[config.mk]
export PLATFORM = sky130hd
export DESIGN_NAME = tdsp_data_bus_arb
export DESIGN_NICKNAME = d
export VERILOG_FILES = /design/src/rtl/tdsp_data_bus_arb.sv
export SDC_FILE = /design/constraint.sdc
export NUM_CORES = 1
export LEC_CHECK = 0
export ABC_AREA = 1
export BUFFER_PORTS_ARGS = -buffer_cell sky130_fd_sc_hd__buf_4
export CORE_ASPECT_RATIO = 1.75
export CORE_MARGIN = 2
export CORE_UTILIZATION = 30
export DETAILED_ROUTE_END_ITERATION = 6
export GPL_TIMING_DRIVEN = 0
export REMOVE_ABC_BUFFERS = 1
export SLEW_MARGIN = 20
export SYNTH_ARGS = -nofsm -noshare
export SYNTH_HDL_FRONTEND = slang
export SYNTH_SLANG_ARGS = --single-unit
[constraint.sdc]
create_clock -name clk -period 2.3 [get_ports clk]
set_clock_uncertainty 0.15 [all_clocks]
set_input_delay 0.345 -clock clk [delete_from_list [all_inputs] [get_ports clk]]
set_output_delay 0.345 -clock clk [all_outputs]
set_load 0.1 [all_outputs]
[src/rtl/tdsp_data_bus_arb.sv]
// rtl/tdsp_data_bus_arb.sv - round-robin core/host arbiter and ready-handshake sequencer for tdsp data RAM
module tdsp_data_bus_arb #(
    parameter int ADDR_W  = 8,
    parameter int DATA_W  = 16,
    parameter int TIMEOUT = 15
) (
    input  logic              clk,
    input  logic              reset_n,
    input  logic              c_go,
    input  logic              c_read,
    input  logic [ADDR_W-1:0] c_addr,
    input  logic [DATA_W-1:0] c_wdata,
    output logic              c_done,
    output logic [DATA_W-1:0] c_rdata,
    input  logic              h_req,
    input  logic              h_read,
    input  logic [ADDR_W-1:0] h_addr,
    input  logic [DATA_W-1:0] h_wdata,
    output logic              h_done,
    output logic [DATA_W-1:0] h_rdata,
    output logic              err,
    output logic              m_en,
    output logic              m_we,
    output logic [ADDR_W-1:0] m_addr,
    output logic [DATA_W-1:0] m_wdata,
    input  logic [DATA_W-1:0] m_rdata,
    input  logic              m_ready
);

    typedef enum logic [1:0] {
        IDLE = 2'd0,
        BUSY = 2'd1,
        DONE = 2'd2
    } state_t;

    localparam logic       OWN_CORE = 1'b0;
    localparam logic       OWN_HOST = 1'b1;
    localparam logic [7:0] CNT_LAST = 8'(TIMEOUT - 1);

    state_t     state;
    state_t     state_next;
    logic       owner;
    logic       last_owner;
    logic       lat_read;
    logic [7:0] cnt;

    logic       grant;
    logic       grant_host;
    logic       finish;
    logic       timed_out;

    always_ff @(posedge clk or negedge reset_n) begin
        if (!reset_n) begin
            state <= IDLE;
        end else begin
            state <= state_next;
        end
    end

    // Requests are only looked at in IDLE, so a level still held during DONE cannot regrant.
    always_comb begin
        state_next = state;
        grant      = 1'b0;
        grant_host = 1'b0;
        finish     = 1'b0;
        timed_out  = 1'b0;
        case (state)
            IDLE: begin
                if (c_go || h_req) begin
                    grant      = 1'b1;
                    grant_host = h_req && (!c_go || (last_owner == OWN_CORE));
                    state_next = BUSY;
                end
            end
            BUSY: begin
                if (m_ready) begin
                    finish     = 1'b1;
                    state_next = DONE;
                end else if (cnt == CNT_LAST) begin
                    finish     = 1'b1;
                    timed_out  = 1'b1;
                    state_next = DONE;
                end
            end
            DONE: begin
                state_next = IDLE;
            end
            default: begin
                state_next = IDLE;
            end
        endcase
    end

    always_ff @(posedge clk or negedge reset_n) begin
        if (!reset_n) begin
            owner      <= OWN_CORE;
            last_owner <= OWN_HOST;
            lat_read   <= 1'b0;
            cnt        <= 8'd0;
            m_en       <= 1'b0;
            m_we       <= 1'b0;
            m_addr     <= '0;
            m_wdata    <= '0;
            c_done     <= 1'b0;
            h_done     <= 1'b0;
            err        <= 1'b0;
            c_rdata    <= '0;
            h_rdata    <= '0;
        end else begin
            c_done <= 1'b0;
            h_done <= 1'b0;
            err    <= 1'b0;
            if (grant) begin
                owner    <= grant_host;
                lat_read <= grant_host ? h_read : c_read;
                m_addr   <= grant_host ? h_addr : c_addr;
                m_wdata  <= grant_host ? h_wdata : c_wdata;
                m_we     <= grant_host ? ~h_read : ~c_read;
                m_en     <= 1'b1;
                cnt      <= 8'd0;
            end else if (state == BUSY) begin
                if (finish) begin
                    m_en       <= 1'b0;
                    m_we       <= 1'b0;
                    last_owner <= owner;
                    err        <= timed_out;
                    c_done     <= (owner == OWN_CORE);
                    h_done     <= (owner == OWN_HOST);
                    // An aborted read leaves the requester's last good data in place.
                    if (!timed_out && lat_read) begin
                        if (owner == OWN_HOST) begin
                            h_rdata <= m_rdata;
                        end else begin
                            c_rdata <= m_rdata;
                        end
                    end
                end else begin
                    cnt <= cnt + 8'd1;
                end
            end
        end
    end

endmodule
After elaboration in Yosys (flattened, before gate mapping) --
Index checks and enable logic that the tools add are counted.
Word-level totals: register bits after elaboration 74, input port bits 71, ROM bits 0, latch bits 0, RAM bits 0, memories kept 0, output and inout bits 61
Operators by class: add/subtract/negate cells 1, mux-type cells 33, reduce and logical (&&, ||, !) cells 15, equal/unequal tests 5, magnitude comparators 0, shift operators 0, div/mod/pow operators 0, bitwise logic cells 5, $mul 0
Operators by type and width (count):
- 8-bit two-way mux | 4
- 1-bit two-way mux | 24
- 16-bit two-way mux | 1
- 5-bit AND reduction | 2
- 8-bit by 1-bit adder with 8-bit output (second input constant) | 1
- 8-bit by 4-bit equality test with 1-bit output (second input constant) | 1
- 2-bit two-way mux | 3
- 2-bit AND reduction | 3
- 1-bit inverter | 5
- 2-bit != test (second input constant) | 2
- 2-bit case mux with 2 select lines | 1
- 2-bit nonzero test | 2
- 3-bit != test (second input constant) | 1
- 3-bit AND reduction | 1
- 2-bit by 1-bit equality test with 1-bit output (second input constant) | 1
- 1-bit logical AND | 2
- 1-bit logical NOT | 2
- 2-bit logical NOT | 1
- 1-bit logical OR | 2

Depth between registers and ports, before layout --
Gate-level depths: netlist of the first run.
depth after elaboration 7, mapped depth 10

Least setup slack after synthesis of the first run --
Ideal clock, no wire load.
path kind register -> register, start register cnt[0], end register c_rdata[0], data required time 2029 ps, setup time 121 ps, arrival 1455 ps, setup slack 574 ps, stages on the path, launching flop included 9, path through dfrtp_1 inv_1 ha_1 nand3_2 o21bai_4 nand3_4 buf_2 o21bai_1 nand2_1
On the way: word-level cells in the longest chain between the ends 7, elaborated cells between the ends (all ways) 9
RTL lines:
- start, declared | line 45 | logic [7:0] cnt;
- start signal, assigned | line 138 | cnt <= cnt + 8'd1;
- 8-bit by 4-bit equality test with 1-bit output * | line 79 | end else if (cnt == CNT_LAST) begin
- 1-bit two-way mux * | line 79
- 1-bit two-way mux | line 76 | if (m_ready) begin
- 1-bit two-way mux | line 67 | case (state)
- 1-bit logical NOT | line 130 | if (!timed_out && lat_read) begin
- 1-bit logical AND | line 130
- 5-bit AND reduction (no source line) *
- end signal, assigned | line 134 | c_rdata <= m_rdata;
- end, declared | line 14 | output logic [DATA_W-1:0] c_rdata,
Every way passes the cells marked *; elsewhere a longest branch is shown, timed or not. A chain may end at the register's enable or synchronous reset.

Final worst setup path of the first run --
start register state[0], end register cnt[5]
On the way: word-level cells in the longest chain between the ends 4, elaborated cells between the ends (all ways) 8
RTL lines:
- start, declared | line 40 | state_t state;
- start signal, assigned | line 56 | state <= state_next;
- 2-bit by 1-bit equality test with 1-bit output / 2-bit logical NOT (equally long branches) | line 67, 121
- 1-bit two-way mux | line 67
- 2-bit != test (no source line) / 2-bit nonzero test (equally long branches)
- 2-bit AND reduction (no source line)
Several ways; a longest one is shown, not always the timed one.

==> flow_metrics.py, run 1 <==
metrics = {
    "yosys": {
        "synth_top_area_cell": "dfrtp_1",
        "ys_ff_latch": 74,
        "syn_avg_cell_area_um2": 8.49,
        "synth_edf_count": 0,
        "syn-cell-area_um2": 3440,
        "netlist_instances": 405,
        "yosysWarnings": 0,
        "synth-async-reset-ratio_pct": 100,
        "synth_seq_area_share_pct": 53.9,
        "synth_ff_type": "dfrtp_1",
        "synth_top_area_share_pct": 53.1,
        "synth_area_leaders": "dfrtp_1 53%, nand2_1 12%, o21bai_1 7.2%, a21oi_1 7.0%, inv_1 5.2%",
        "ys_types": 24,
    },
    "timing": {
        "relSlewSlack_pct": 36.9,
        "worst_pin_slew_ns": 0.947,
        "finalHoldWorstSlack_ns": 0.0141,
        "hold_viol_final": 0,
        "finalSetupTns_ns": 0,
        "setup_violations": 0,
        "fin_crit_sh_pct": 92.3,
        "maxSlewViolCount": 0,
        "period_needed_ns": 2.12,
        "rsz0062_at_grt": "false",
        "max_freq_mhz": 471,
    },
    "drt": {
        "vias": 3093,
        "first_pass_iters": 4,
        "via_per_inst": 4.62,
        "wl_per_cell_um": 13.7,
        "drc": 0,
        "drtAntennaViolNets": 0,
        "wl_mm": 9.18,
        "drtIter0Drc": 146,
    },
    "final_layout": {
        "fin_nets": 606,
        "area_growth_pct": 41.9,
        "final_common_cell": "buf_4",
        "stdcell_area_um2": 4880,
        "utilization_pct": 43.7,
        "insertedDiodeCount": 0,
        "multi_input_area_um2": 1340,
        "fillers": 1115,
        "layout_common_cells": "131 x buf_4, 114 x nand2_1, 73 x dfrtp_1",
        "layout-drive-gt1-share_pct": 29.4,
        "seqCellArea_um2": 1850,
    },
    "floorplan": {
        "fp.dieArea_um2": 12400,
        "core-area_um2": 11200,
        "core.rowCount": 51,
        "die_h_um": 146,
        "ioPinCount": 132,
        "initial_utilization_pct": 30.8,
        "die_w_um": 84.9,
    },
    "clock_network": {
        "holdBufCountCts": 0,
        "clockBufferDepth": 2,
        "tritoncts": "yes",
        "ctsRootBufferMaster": "clkbuf_16",
        "cts_buffers": 9,
        "cts.sinks": 74,
        "htree_levels": 3,
        "clock_latency_ns": 0.32,
        "clk_pin_slew_ns": 0.05,
    },
    "place": {
        "gp_congestion": 0.742,
        "place_area_um2": 4540,
        "io_buffers": 131,
        "dp_hpwl_mm": 6.61,
    },
    "worst_hold_path": {
        "hold_class": "input port to async pin",
    },
    "worst_setup_path": {
        "required_ns": 2.41,
        "crit_path_start_kind": "flip-flop",
        "worstReg2RegEnd": "cnt[5]",
        "r2r_start": "state[0]",
        "critPathKind": "flip-flop to flip-flop",
        "cp-end-kind": "flip-flop",
        "rr_worst_depth": 6,
        "cp.arrival_ns": 2.23,
        "crit_fanout": 29,
        "worst-r2r-setup-slack_ns": 0.18,
    },
    "grt": {
        "grt_pass1_vias": 3121,
        "grt_start_max_net_pins": 75,
        "grt_pass1_wl_mm": 15.2,
        "grt_usage_pct": 15.2,
        "overflow": 0,
        "antenna_found_initial": 0,
    },
    "run_status": {
        "status": "finished clean",
    },
    "flow_run": {
        "maxCapViolCount": 0,
    },
}
-- cell families after synthesis --
group / after synthesis / share of synthesized area [%]
simple gates: 169 / 20.5
xor+xnor: 3 / 0.764
buf+inv: 66 / 7.97
compound gates: 91 / 16.1
fa+ha+maj: 2 / 0.728
flops: 74 / 53.9
-- repair_timing --
action	4_1_cts	5_1_grt
resized for setup	3	2
endpoints found under the setup margin	59	58
buffers inserted	2	0
pin swaps	2	0
gates cloned	0	0
hold endpoints to repair	0	0
-- Yosys cell counts, drive strengths merged (2+ instances only) --
| cell type | n |
|---|---|
| nand2 | 115 |
| dfrtp | 73 |
| inv | 49 |
| a21oi | 48 |
| nor2 | 40 |
| o21bai | 34 |
| buf | 11 |
| nand3 | 9 |
| o21ai | 7 |
| clkbuf | 6 |
| nand4 | 5 |
| xor2 | 3 |
| ha | 2 |
-- worst max path at each step --
stage | to | slack, ns | start | depth (start not counted)
floorplan | cnt[3] | -0.61 | c_go | 5
global placement | cnt[3] | -2.21 | c_go | 6
detailed placement | m_we | -0.49 | state[0] | 6
CTS | h_rdata[10] | 0.08 | cnt[0] | 10
global route | cnt[4] | 0.009 | state[0] | 6
finish | cnt[5] | 0.18 | state[0] | 6
-- critical path, cell delays in order (launching register included) --
cell	delay (ns)
dfrtp_1	0.34
nor2_1	0.10
o21ai_4	0.20
clkinvlp_4	0.62
nor2_1	0.46
nand2_1	0.09
nand2_1	0.08
-- final cells by class --
type                            count  share of cell area (%)
Clock buffer                       13                    4.92
Clock inverter                      3                   0.821
Inverter                           49                    3.90
Multi-Input combinational cell    265                    27.5
Sequential cell                    74                    38.0
Tap cell                          132                    3.38
Timing Repair Buffer              134                    21.5
-- through the flow --
| stage | cells | setup WS (ns) |
|---|---|---|
| after floorplan | 388 | -0.610 |
| after global placement | 651 | -2.21 |
| after detailed placement | 652 | -0.493 |
| after CTS | 670 | 0.0808 |
| after global routing | 670 | 0.00871 |
| final | 670 | 0.178 |
-- layer usage --
metal,track usage (%),vias to the layer above,share of wire [%]
met1,16.9,1450,37
li1,-,1534,-
met3,3.57,13,5.4
met2,27.8,96,55
met5,0,-,0
met4,5.40,0,1.9
-- flip-flops by register name, summed over array words and instances (netlist names) --
| name | count |
|---|---|
| m_we | 1 |
| cnt | 8 |
| c_rdata | 16 |
| state | 2 |
| m_en | 1 |
| h_rdata | 16 |
| c_done | 1 |
| err | 1 |
| owner | 1 |
| m_wdata | 16 |
| h_done | 1 |
| last_owner | 1 |
| m_addr | 8 |
| lat_read | 1 |
Power of run 1 is left out: the tool's default activity adds up to more than one toggle a clock period on the data nets, which glitch-free logic cannot reach.
==> run 2, diff against run 1 <==
- CTS_BUF_LIST: default -> sky130_fd_sc_hd__clkbuf_8 sky130_fd_sc_hd__clkbuf_16
- RECOVER_POWER: default -> 25
==> flow_metrics.py, run 2 (synthesized netlist as in run 1, its figures left out) <==
metrics = {
    "final_layout": {
        "final_common_cell": "buf_4",
        "stdcell_area_um2": 4880,
        "fin_nets": 606,
        "stdcell_count": 670,
        "seqCellArea_um2": 1850,
        "area_growth_pct": 41.8,
        "layout-drive-gt1-share_pct": 29.4,
        "fillers": 1116,
        "layout_common_cells": "130 x buf_4, 114 x nand2_1, 73 x dfrtp_1",
        "multi_input_area_um2": 1340,
        "insertedDiodeCount": 0,
        "largestRegisters": "c_rdata x16, h_rdata x16, m_wdata x16",
    },
    "clock_network": {
        "clockBufferDepth": 2,
        "clk_pin_slew_ns": 0.06,
        "clock_latency_ns": 0.32,
        "htree_levels": 3,
        "cts.sinks": 74,
        "cts_buffers": 9,
        "ctsRootBufferMaster": "clkbuf_16",
        "tritoncts": "yes",
    },
    "worst_setup_path": {
        "worstPathCellList": "nor2_1, o21ai_4, clkinvlp_4, nor2_1, nand2_1, nand2_1",
        "required_ns": 2.41,
        "cpPeakStageDelay_ns": 0.62,
        "cp_slowest_cell": "clkinvlp_4",
        "cp.arrival_ns": 2.23,
        "crit_fanout": 29,
        "critPathKind": "flip-flop to flip-flop",
        "cp-end-kind": "flip-flop",
        "crit_path_start_kind": "flip-flop",
    },
    "floorplan": {
        "core-area_um2": 11200,
        "core.rowCount": 51,
        "fp.dieArea_um2": 12400,
        "initial_utilization_pct": 30.8,
        "ioPinCount": 132,
        "die_h_um": 146,
        "die_w_um": 84.9,
    },
    "timing": {
        "rsz0062_at_grt": "false",
        "fin_crit_sh_pct": 92.3,
        "relSlewSlack_pct": -25.9,
        "worst_pin_slew_ns": 1.89,
        "timing.final.ws_setup_ns": 0.178,
        "max_freq_mhz": 471,
        "setup_violations": 0,
        "period_needed_ns": 2.12,
        "hold_viol_final": 0,
        "maxSlewViolCount": 75,
    },
    "drt": {
        "vias": 3091,
        "drtIter0Drc": 137,
        "wl_per_cell_um": 13.7,
        "wl_mm": 9.18,
        "first_pass_iters": 4,
        "drtAntennaViolNets": 0,
        "drc": 0,
        "via_per_inst": 4.61,
    },
    "worst_hold_path": {
        "hold_class": "input port to flip-flop",
    },
    "place": {
        "dp_hpwl_mm": 6.61,
        "place_area_um2": 4540,
        "place_ws_ns": -0.493,
        "gp_congestion": 0.742,
        "place_inst": 652,
        "io_buffers": 131,
    },
    "flow_run": {
        "maxCapViolCount": 1,
    },
    "grt": {
        "grt_usage_pct": 15.2,
        "antenna_found_initial": 0,
        "grt_pass1_wl_mm": 15.2,
        "overflow": 0,
        "grt_start_max_net_pins": 75,
        "grt_pass1_vias": 3122,
    },
    "run_status": {
        "violations": "capacitance limit, slew limit",
        "status": "complete, but fails checks",
    },
}
==> run 2: cell count changes in the layout (fill, tap and decap cells not counted) <==
cell	before	now
inv_1	47	51
buf_4	131	130
clkbuf_2	0	1
clkbuf_1	4	0
==> run 2: path summary, 6_finish.rpt <==
path                            start          to  slack [ns]  cells after the start
max                          state[0]      cnt[5]        0.18                      6
min                        m_rdata[5]  c_rdata[5]        0.07                      3
max reg2reg                  state[0]      cnt[5]        0.18                      6
min reg2reg                last_owner  last_owner        0.35                      2
max in group asynchronous     reset_n   m_addr[0]        0.48                      1
min in group asynchronous     reset_n  m_wdata[0]        0.33                      1
==> run 2: layout make-up <==
class / instances / share of cell area [%]
Clock inverter: 7 / 1.13
Timing Repair Buffer: 134 / 21.5
Inverter: 49 / 3.90
Multi-Input combinational cell: 265 / 27.5
Sequential cell: 74 / 38.0
Tap cell: 132 / 3.39
Clock buffer: 9 / 4.62
==> run 2: repair_timing <==
action	CTS	global route
hold endpoints to repair	0	0
setup endpoints to repair	59	58
resized for setup	3	2
buffers inserted	2	0
hold buffers	0	0
pin swaps	2	0
==> run 2: through the flow <==
stage | utilization (%) | setup TNS [ns] | hold WS, ns
2_1_floorplan | - | -14.05 | -0.101
5_1_grt | 43.7 | 0 | 0.0757
6_report | 43.7 | 0 | 0.0732
4_1_cts | 43.6 | 0 | 0.0593
3_3_place_gp | 40.3 | -66.66 | 0.351
3_5_place_dp | 40.6 | -10.73 | 0.345
==> run 2: worst max-delay path, delay by kind of cell (launching register included) <==
| kind | cells | cell delay, ns |
|---|---|---|
| flip-flops | 1 | 0.34 |
| AND/OR/NAND/NOR | 4 | 0.74 |
| AO/OA/AOI/OAI | 1 | 0.20 |
| buffers and inverters | 1 | 0.62 |
==> run 2: routing by layer <==
| metal | vias to the layer above | routed length (µm) | global-route usage, % |
|---|---|---|---|
| li1 | 1535 | - | - |
| met1 | 1443 | 3450 | 16.9 |
| met2 | 100 | 5040 | 27.8 |
| met3 | 13 | 510 | 3.57 |
| met4 | 0 | 172 | 5.40 |
| met5 | - | 0 | 0 |
Power of run 2 is left out for the same reason.
